**src/rtl/hazard_ctrl_pkg.sv**
```systemverilog
// Shared types and constants for the hazard control unit:
// forwarding selects, FSM state encoding and the hard-wired zero register.
package hazard_ctrl_pkg;

    typedef enum logic [1:0] {
        FWD_RF  = 2'b00,
        FWD_WB  = 2'b01,
        FWD_MEM = 2'b10
    } fwd_sel_t;

    typedef enum logic {
        RUN   = 1'b0,
        FLUSH = 1'b1
    } hz_state_t;

    localparam logic [4:0] REG_ZERO = 5'd0;

endpackage

```
**src/rtl/hazard_ctrl_if.sv**
```systemverilog
// Pipeline-side bundle for the hazard unit.
// The pipeline (master) supplies register indices and controls; the hazard unit (slave) returns steering.
interface hazard_ctrl_if #(
    parameter int CNT_W = 16
);
    logic [4:0]       id_rs;
    logic [4:0]       id_rt;
    logic             id_uses_rt;
    logic             ex_mem_read;
    logic [4:0]       ex_rs;
    logic [4:0]       ex_rt;
    logic             ex_beq;
    logic             ex_bne;
    logic             ex_j;
    logic             ex_zero;
    logic             mem_reg_write;
    logic [4:0]       mem_dest;
    logic             wb_reg_write;
    logic [4:0]       wb_dest;

    logic             pc_write;
    logic             if_id_write;
    logic             if_id_flush;
    logic             id_exe_bubble;
    logic             pc_redirect;
    logic [1:0]       fwd_a;
    logic [1:0]       fwd_b;
    logic [CNT_W-1:0] stall_count;
    logic [CNT_W-1:0] flush_count;

    modport master (
        output id_rs, id_rt, id_uses_rt, ex_mem_read, ex_rs, ex_rt,
               ex_beq, ex_bne, ex_j, ex_zero,
               mem_reg_write, mem_dest, wb_reg_write, wb_dest,
        input  pc_write, if_id_write, if_id_flush, id_exe_bubble, pc_redirect,
               fwd_a, fwd_b, stall_count, flush_count
    );

    modport slave (
        input  id_rs, id_rt, id_uses_rt, ex_mem_read, ex_rs, ex_rt,
               ex_beq, ex_bne, ex_j, ex_zero,
               mem_reg_write, mem_dest, wb_reg_write, wb_dest,
        output pc_write, if_id_write, if_id_flush, id_exe_bubble, pc_redirect,
               fwd_a, fwd_b, stall_count, flush_count
    );

endinterface

```
**src/rtl/hazard_ctrl_fwd_select.sv**
```systemverilog
// Operand forwarding select for one ALU source.
// The youngest producer (EX/MEM) wins over MEM/WB; writes to $0 are never forwarded.
module fwd_select
    import hazard_ctrl_pkg::*;
(
    input  logic [4:0] src,
    input  logic       mem_reg_write,
    input  logic [4:0] mem_dest,
    input  logic       wb_reg_write,
    input  logic [4:0] wb_dest,
    output fwd_sel_t   sel
);

    always_comb begin
        sel = FWD_RF;
        if (mem_reg_write && (mem_dest != REG_ZERO) && (mem_dest == src)) begin
            sel = FWD_MEM;
        end else if (wb_reg_write && (wb_dest != REG_ZERO) && (wb_dest == src)) begin
            sel = FWD_WB;
        end
    end

endmodule

```
**src/rtl/hazard_ctrl.sv**
```systemverilog
// Hazard control: load-use stalls, taken-transfer flush sequencing, operand forwarding
// and saturating stall/flush event counters.
module hazard_ctrl
    import hazard_ctrl_pkg::*;
#(
    parameter int CNT_W        = 16,
    parameter int FLUSH_CYCLES = 1
) (
    input  logic          clk,
    input  logic          rst,
    hazard_ctrl_if.slave  hz
);

    localparam bit               MULTI_FLUSH = (FLUSH_CYCLES > 1);
    localparam logic [1:0]       FLUSH_INIT  = 2'(FLUSH_CYCLES - 1);
    localparam logic [CNT_W-1:0] CNT_MAX     = '1;
    localparam logic [CNT_W-1:0] CNT_ONE     = CNT_W'(1);

    hz_state_t        state, state_next;
    logic [1:0]       flush_left, flush_left_next;
    logic [CNT_W-1:0] stall_count, flush_count;
    logic             stall_inc, flush_inc;
    logic             taken, load_use;
    fwd_sel_t         fwd_a_sel, fwd_b_sel;

    assign taken    = hz.ex_j | (hz.ex_beq & hz.ex_zero) | (hz.ex_bne & ~hz.ex_zero);
    assign load_use = hz.ex_mem_read & (hz.ex_rt != REG_ZERO) &
                      ((hz.ex_rt == hz.id_rs) | (hz.id_uses_rt & (hz.ex_rt == hz.id_rt)));

    always_ff @(posedge clk or negedge rst) begin
        if (!rst) begin
            state       <= RUN;
            flush_left  <= 2'd0;
            stall_count <= '0;
            flush_count <= '0;
        end else begin
            state      <= state_next;
            flush_left <= flush_left_next;
            if (stall_inc && (stall_count != CNT_MAX)) stall_count <= stall_count + CNT_ONE;
            if (flush_inc && (flush_count != CNT_MAX)) flush_count <= flush_count + CNT_ONE;
        end
    end

    // A taken transfer outranks a load-use hit because the ID instruction is wrong-path.
    always_comb begin
        state_next       = state;
        flush_left_next  = flush_left;
        hz.pc_write      = 1'b1;
        hz.if_id_write   = 1'b1;
        hz.if_id_flush   = 1'b0;
        hz.id_exe_bubble = 1'b0;
        hz.pc_redirect   = 1'b0;
        stall_inc        = 1'b0;
        flush_inc        = 1'b0;
        case (state)
            RUN: begin
                if (taken) begin
                    hz.pc_redirect   = 1'b1;
                    hz.if_id_flush   = 1'b1;
                    hz.id_exe_bubble = 1'b1;
                    flush_inc        = 1'b1;
                    if (MULTI_FLUSH) begin
                        state_next      = FLUSH;
                        flush_left_next = FLUSH_INIT;
                    end
                end else if (load_use) begin
                    hz.pc_write      = 1'b0;
                    hz.if_id_write   = 1'b0;
                    hz.id_exe_bubble = 1'b1;
                    stall_inc        = 1'b1;
                end
            end
            FLUSH: begin
                hz.if_id_flush   = 1'b1;
                hz.id_exe_bubble = 1'b1;
                flush_left_next  = flush_left - 2'd1;
                if (flush_left == 2'd1) state_next = RUN;
            end
            default: begin
                state_next      = RUN;
                flush_left_next = 2'd0;
            end
        endcase
        if (!rst) begin
            hz.pc_write      = 1'b0;
            hz.if_id_write   = 1'b0;
            hz.if_id_flush   = 1'b0;
            hz.id_exe_bubble = 1'b0;
            hz.pc_redirect   = 1'b0;
        end
    end

    fwd_select u_fwd_a (
        .src           (hz.ex_rs),
        .mem_reg_write (hz.mem_reg_write),
        .mem_dest      (hz.mem_dest),
        .wb_reg_write  (hz.wb_reg_write),
        .wb_dest       (hz.wb_dest),
        .sel           (fwd_a_sel)
    );

    fwd_select u_fwd_b (
        .src           (hz.ex_rt),
        .mem_reg_write (hz.mem_reg_write),
        .mem_dest      (hz.mem_dest),
        .wb_reg_write  (hz.wb_reg_write),
        .wb_dest       (hz.wb_dest),
        .sel           (fwd_b_sel)
    );

    assign hz.fwd_a       = rst ? fwd_a_sel : FWD_RF;
    assign hz.fwd_b       = rst ? fwd_b_sel : FWD_RF;
    assign hz.stall_count = stall_count;
    assign hz.flush_count = flush_count;

endmodule
```
**src/flat_wrapper.sv**
```systemverilog
// flat-port wrapper written by rule: the top's interface ports become plain ports
module hazard_ctrl_flat import hazard_ctrl_pkg::*;
#(
    parameter int CNT_W        = 16,
    parameter int FLUSH_CYCLES = 1
)
  (clk, rst, hz_id_rs, hz_id_rt, hz_id_uses_rt, hz_ex_mem_read, hz_ex_rs, hz_ex_rt, hz_ex_beq, hz_ex_bne, hz_ex_j, hz_ex_zero, hz_mem_reg_write, hz_mem_dest, hz_wb_reg_write, hz_wb_dest, hz_pc_write, hz_if_id_write, hz_if_id_flush, hz_id_exe_bubble, hz_pc_redirect, hz_fwd_a, hz_fwd_b, hz_stall_count, hz_flush_count);
  hazard_ctrl_if #(.CNT_W(CNT_W)) hz_i ();
  input  logic clk;
  input  logic rst;
  input wire logic [$bits(hz_i.id_rs)-1:0] hz_id_rs;
  input wire logic [$bits(hz_i.id_rt)-1:0] hz_id_rt;
  input wire logic [$bits(hz_i.id_uses_rt)-1:0] hz_id_uses_rt;
  input wire logic [$bits(hz_i.ex_mem_read)-1:0] hz_ex_mem_read;
  input wire logic [$bits(hz_i.ex_rs)-1:0] hz_ex_rs;
  input wire logic [$bits(hz_i.ex_rt)-1:0] hz_ex_rt;
  input wire logic [$bits(hz_i.ex_beq)-1:0] hz_ex_beq;
  input wire logic [$bits(hz_i.ex_bne)-1:0] hz_ex_bne;
  input wire logic [$bits(hz_i.ex_j)-1:0] hz_ex_j;
  input wire logic [$bits(hz_i.ex_zero)-1:0] hz_ex_zero;
  input wire logic [$bits(hz_i.mem_reg_write)-1:0] hz_mem_reg_write;
  input wire logic [$bits(hz_i.mem_dest)-1:0] hz_mem_dest;
  input wire logic [$bits(hz_i.wb_reg_write)-1:0] hz_wb_reg_write;
  input wire logic [$bits(hz_i.wb_dest)-1:0] hz_wb_dest;
  output wire logic [$bits(hz_i.pc_write)-1:0] hz_pc_write;
  output wire logic [$bits(hz_i.if_id_write)-1:0] hz_if_id_write;
  output wire logic [$bits(hz_i.if_id_flush)-1:0] hz_if_id_flush;
  output wire logic [$bits(hz_i.id_exe_bubble)-1:0] hz_id_exe_bubble;
  output wire logic [$bits(hz_i.pc_redirect)-1:0] hz_pc_redirect;
  output wire logic [$bits(hz_i.fwd_a)-1:0] hz_fwd_a;
  output wire logic [$bits(hz_i.fwd_b)-1:0] hz_fwd_b;
  output wire logic [$bits(hz_i.stall_count)-1:0] hz_stall_count;
  output wire logic [$bits(hz_i.flush_count)-1:0] hz_flush_count;
  assign hz_i.id_rs = hz_id_rs;
  assign hz_i.id_rt = hz_id_rt;
  assign hz_i.id_uses_rt = hz_id_uses_rt;
  assign hz_i.ex_mem_read = hz_ex_mem_read;
  assign hz_i.ex_rs = hz_ex_rs;
  assign hz_i.ex_rt = hz_ex_rt;
  assign hz_i.ex_beq = hz_ex_beq;
  assign hz_i.ex_bne = hz_ex_bne;
  assign hz_i.ex_j = hz_ex_j;
  assign hz_i.ex_zero = hz_ex_zero;
  assign hz_i.mem_reg_write = hz_mem_reg_write;
  assign hz_i.mem_dest = hz_mem_dest;
  assign hz_i.wb_reg_write = hz_wb_reg_write;
  assign hz_i.wb_dest = hz_wb_dest;
  assign hz_pc_write = hz_i.pc_write;
  assign hz_if_id_write = hz_i.if_id_write;
  assign hz_if_id_flush = hz_i.if_id_flush;
  assign hz_id_exe_bubble = hz_i.id_exe_bubble;
  assign hz_pc_redirect = hz_i.pc_redirect;
  assign hz_fwd_a = hz_i.fwd_a;
  assign hz_fwd_b = hz_i.fwd_b;
  assign hz_stall_count = hz_i.stall_count;
  assign hz_flush_count = hz_i.flush_count;
  hazard_ctrl #(.CNT_W(CNT_W), .FLUSH_CYCLES(FLUSH_CYCLES)) u_core (.clk(clk), .rst(rst), .hz(hz_i));
endmodule
```
**config.mk**
```make
export PLATFORM = sky130hd
export DESIGN_NAME = hazard_ctrl_flat
export DESIGN_NICKNAME = d
export VERILOG_FILES = /design/src/rtl/hazard_ctrl_pkg.sv /design/src/rtl/hazard_ctrl_if.sv /design/src/rtl/hazard_ctrl_fwd_select.sv /design/src/rtl/hazard_ctrl.sv /design/src/flat_wrapper.sv
export SDC_FILE = /design/constraint.sdc
export NUM_CORES = 1
export LEC_CHECK = 0
export CORE_UTILIZATION = 30
export DETAILED_ROUTE_END_ITERATION = 16
export GPL_ROUTABILITY_DRIVEN = 0
export PLACE_DENSITY = 0.63
export SLEW_MARGIN = 30
export SYNTH_ARGS = -nofsm -noshare
export SYNTH_HDL_FRONTEND = slang
export SYNTH_SLANG_ARGS = --single-unit
export TNS_END_PERCENT = 100
```
**constraint.sdc**
```tcl
create_clock -name clk -period 2.8 [get_ports clk]
set_input_delay 0.28 -clock clk [delete_from_list [all_inputs] [get_ports clk]]
set_output_delay 0.28 -clock clk [all_outputs]
set_load 0.02 [all_outputs]
```
==> flow_summary.toml <==
[outcome]
status = "finished clean"

[placement]
hpwl_um = 4300
io_buffers = 80

[pwr]
p_comb_share_pct = 31.8
power.switching_mw = 0.490
p_leak_nw = 1.34
internal_power_mw = 1.11
vdd_drop_max_v = 0.000204
powerDensity_mw_per_mm2 = 486
p_sw_share_pct = 30.7
clockPowerShare_pct = 28.4
p_seq_share_pct = 39.8

[finish]
fin_util_pct = 47.6
fillers = 678
drive_gt1_share_pct = 10.8
area_growth_pct = 51.2
n_antenna_cell = 0
multi_input_area_mm2 = 0.00123
nets = 358
regArea_um2 = 876

[clock_network]
tritoncts = "built"
clk_pin_slew_ns = 0.07
clk_latency_ns = 0.28
cts.sinks = 35
numCtsBuffers = 5
htree_num_levels = 2
cts_setup_buffers = 0
cts_hold_buf = 0
ctsRootBufferMaster = "clkbuf_8"
clk_path_buf_depth = 2

[synth]
synth.avg_cell_area_um2 = 9.87
netlist_area_mm2 = 0.00217
ys_ff_latch = 35
yosys_warnings = 0
synthesis.nets = 263
synth_cells = 220
async_reset_ff_share_pct = 100
synth_edf_count = 0
yosysSeqAreaShare_pct = 40.3
yosysUniqueCellTypes = 42
synth_ff_type = "dfrtp_1"

[detailed_routing]
drt_wl_total_um = 5590
drc_errors = 0
vias = 1896
wl_per_cell_um = 13.6
dr.first_iter.drc_count = 46
drt_pass1_iterations = 4
drtAntennaViolNets = 0
via_per_inst = 4.60

[setup_path]
cpPeakStageDelay_ns = 0.65
crit_top_cell = "clkdlybuf4s50_1"
critPathTopFamily = "buffers and inverters"
critPathSlowestCell = "clkdlybuf4s50_1"
endpoint_kind = "output pin"
cp.required_ns = 2.52
crit_chain = "clkdlybuf4s50_1 -> xnor2_1 -> nand3_1 -> o22ai_2 -> nor2b_1 -> o21a_1 -> clkdlybuf4s50_1"
crit_buf_inv = 2
critPathLaunch = "hz_ex_rt[0]"
start_kind = "input port"
critPathArrivalTime_ns = 2.35
crit_path_max_fanout = 5
crit_type = "in2out"
r2r_start = "u_core.hz.stall_count[0]"

[die]
ioPinCount = 81
fp.dieW_um = 87.1
die_area_mm2 = 0.00758
initial_utilization_pct = 31.4
core_region_area_mm2 = 0.00691
rows = 30
die_y_um = 87.1

[sta]
fmax_mhz = 381
relSlewSlack_pct = 52.9
skew_ns = 0.00369
hold_viol_final = 0
min_period_ns = 2.63
rsz0062_at_grt = "no"
period_share_pct = 93.8
setup_viol = 0
finalSetupTns_ns = 0
worstMarginPinSlew_ns = 0.700
slew_violations = 0

[grt]
antenna_found_initial = 0
grt_max_degree = 41
grt_pass1_vias = 1897
grt.total_usage_pct = 15.3
grt-ovfl-total = 0
grt_pass1_wl_um = 9040

[run]
cap_viol_max_count = 0

[worst_hold_path]
hp-class = "in2async"
worst register-to-register path: stages, from the launching register on:
cell,delay [ns]
dfrtp_1,0.40
ha_1,0.21
nand3_1,0.12
nor4_2,0.62
nor3_4,0.14
nand2_2,0.13
mux2_1,0.32
power groups by stage:
stage | Sequential [mW] | Combinational [mW] | Clock [mW]
2_1_floorplan | 0.710 | 0.188 | 0
3_3_place_gp | 0.645 | 0.505 | 0
3_5_place_dp | 0.646 | 0.510 | 0
4_1_cts | 0.636 | 0.513 | 0.473
5_1_grt | 0.643 | 0.549 | 0.496
6_report | 0.635 | 0.506 | 0.453
final timing paths:
path | depth (start not counted) | to | slack [ns]
setup / recovery | 7 | hz_id_exe_bubble | 0.17
hold / removal | 2 | u_core.hz.flush_count[14] | 0.09
setup reg to reg | 6 | u_core.hz.stall_count[1] | 0.74
hold reg to reg | 1 | u_core.flush_left[0] | 0.49
max in group asynchronous | 2 | u_core.hz.stall_count[3] | 2.36
min in group clk | 1 | u_core.flush_left[0] | 0.49
cells in the mapped netlist, drive strengths merged (2+ instances only):
library cell  number  area, µm²
and3               6       42.5
nor2b              2       12.5
xor2              18        158
clkbuf             5       18.8
mux2i              2       20.0
or4                5       37.5
xnor2             42        368
a21oi              2       10.0
nand4             11       68.8
inv                6       22.5
o21ai              3       18.8
nor4               7       50.1
ha                 3       37.5
and2               3       18.8
dfrtp             35        876
buf                3       23.8
mux2               2       26.3
and4               4       37.5
nand3             22        115
nand2             18       70.1
nor3               3       26.3
nor2               8       30.0
sequential cells by signal (all words and copies together) (netlist names):
| name | flops |
|---|---|
| u_core.hz.flush_count | 16 |
| u_core.flush_left | 2 |
| u_core.state | 1 |
| u_core.hz.stall_count | 16 |
what timing repair did:
item,CTS,global route
resized for setup,1,3
cloned,0,0
setup endpoints to repair,1,3
kinds of logic after synthesis:
logic type / count (synthesis) / share of synthesized area (%)
AND/OR/NAND/NOR: 94 / 25.2
multiplexers: 4 / 2.13
XOR/XNOR: 60 / 24.2
flip-flops: 35 / 40.3
buffers and inverters: 14 / 3.00
AO/OA/AOI/OAI: 10 / 3.40
adder cells (fa/ha/maj): 3 / 1.73
through the flow:
stage	area [µm²]	hold WS [ns]	cells	power, mW	setup WS, ns
after detailed placement	3170	0.424	404	1.16	0.00112
after floorplan	2170	-0.0156	220	0.898	0.550
after global placement	3170	0.425	404	1.15	0.0333
after global routing	3280	0.122	412	1.69	0.0203
after CTS	3280	0.111	412	1.62	0.00629
final	3280	0.0899	412	1.59	0.173
metal layers:
layer / track usage (%) / share of wire [%] / vias up / wire length, µm
met5: 0 / 0 / - / 0
li1: - / - / 963 / -
met4: 3.58 / 0.79 / 0 / 44
met3: 2.84 / 4.9 / 5 / 276
met2: 26.5 / 48 / 43 / 2680
met1: 19.7 / 46 / 885 / 2590
placed cells by master (no fill, tap or decap), drive strengths merged:
cell,n
and3,6
o21ai,3
o21a,1
a21oi,2
o22ai,1
mux2,2
bufinv,1
o211ai,1
mux2i,2
nor4b,1
dfrtp,35
dlymetal6s2s,3
nor2b,2
xnor2,42
dlygate4sd2,1
nor2,8
nor3,3
or2b,1
or3,1
buf,17
nand4b,1
inv,6
clkinv,2
a31oi,1
nor3b,1
nand4,11
ha,3
clkbuf,5
xor2,18
and4,4
and2,3
clkdlybuf4s50,75
or4,5
nor4,7
nand3,22
nand2,18
o41a,1
area by class of cell:
class | instances | share of cell area, %
Inverter | 6 | 0.686
Clock buffer | 5 | 2.10
Clock inverter | 3 | 1.33
Tap cell | 96 | 3.66
Multi-Input combinational cell | 171 | 37.5
Sequential cell | 35 | 26.7
Timing Repair Buffer | 96 | 28.1
(Power assumes the default switching activity.)
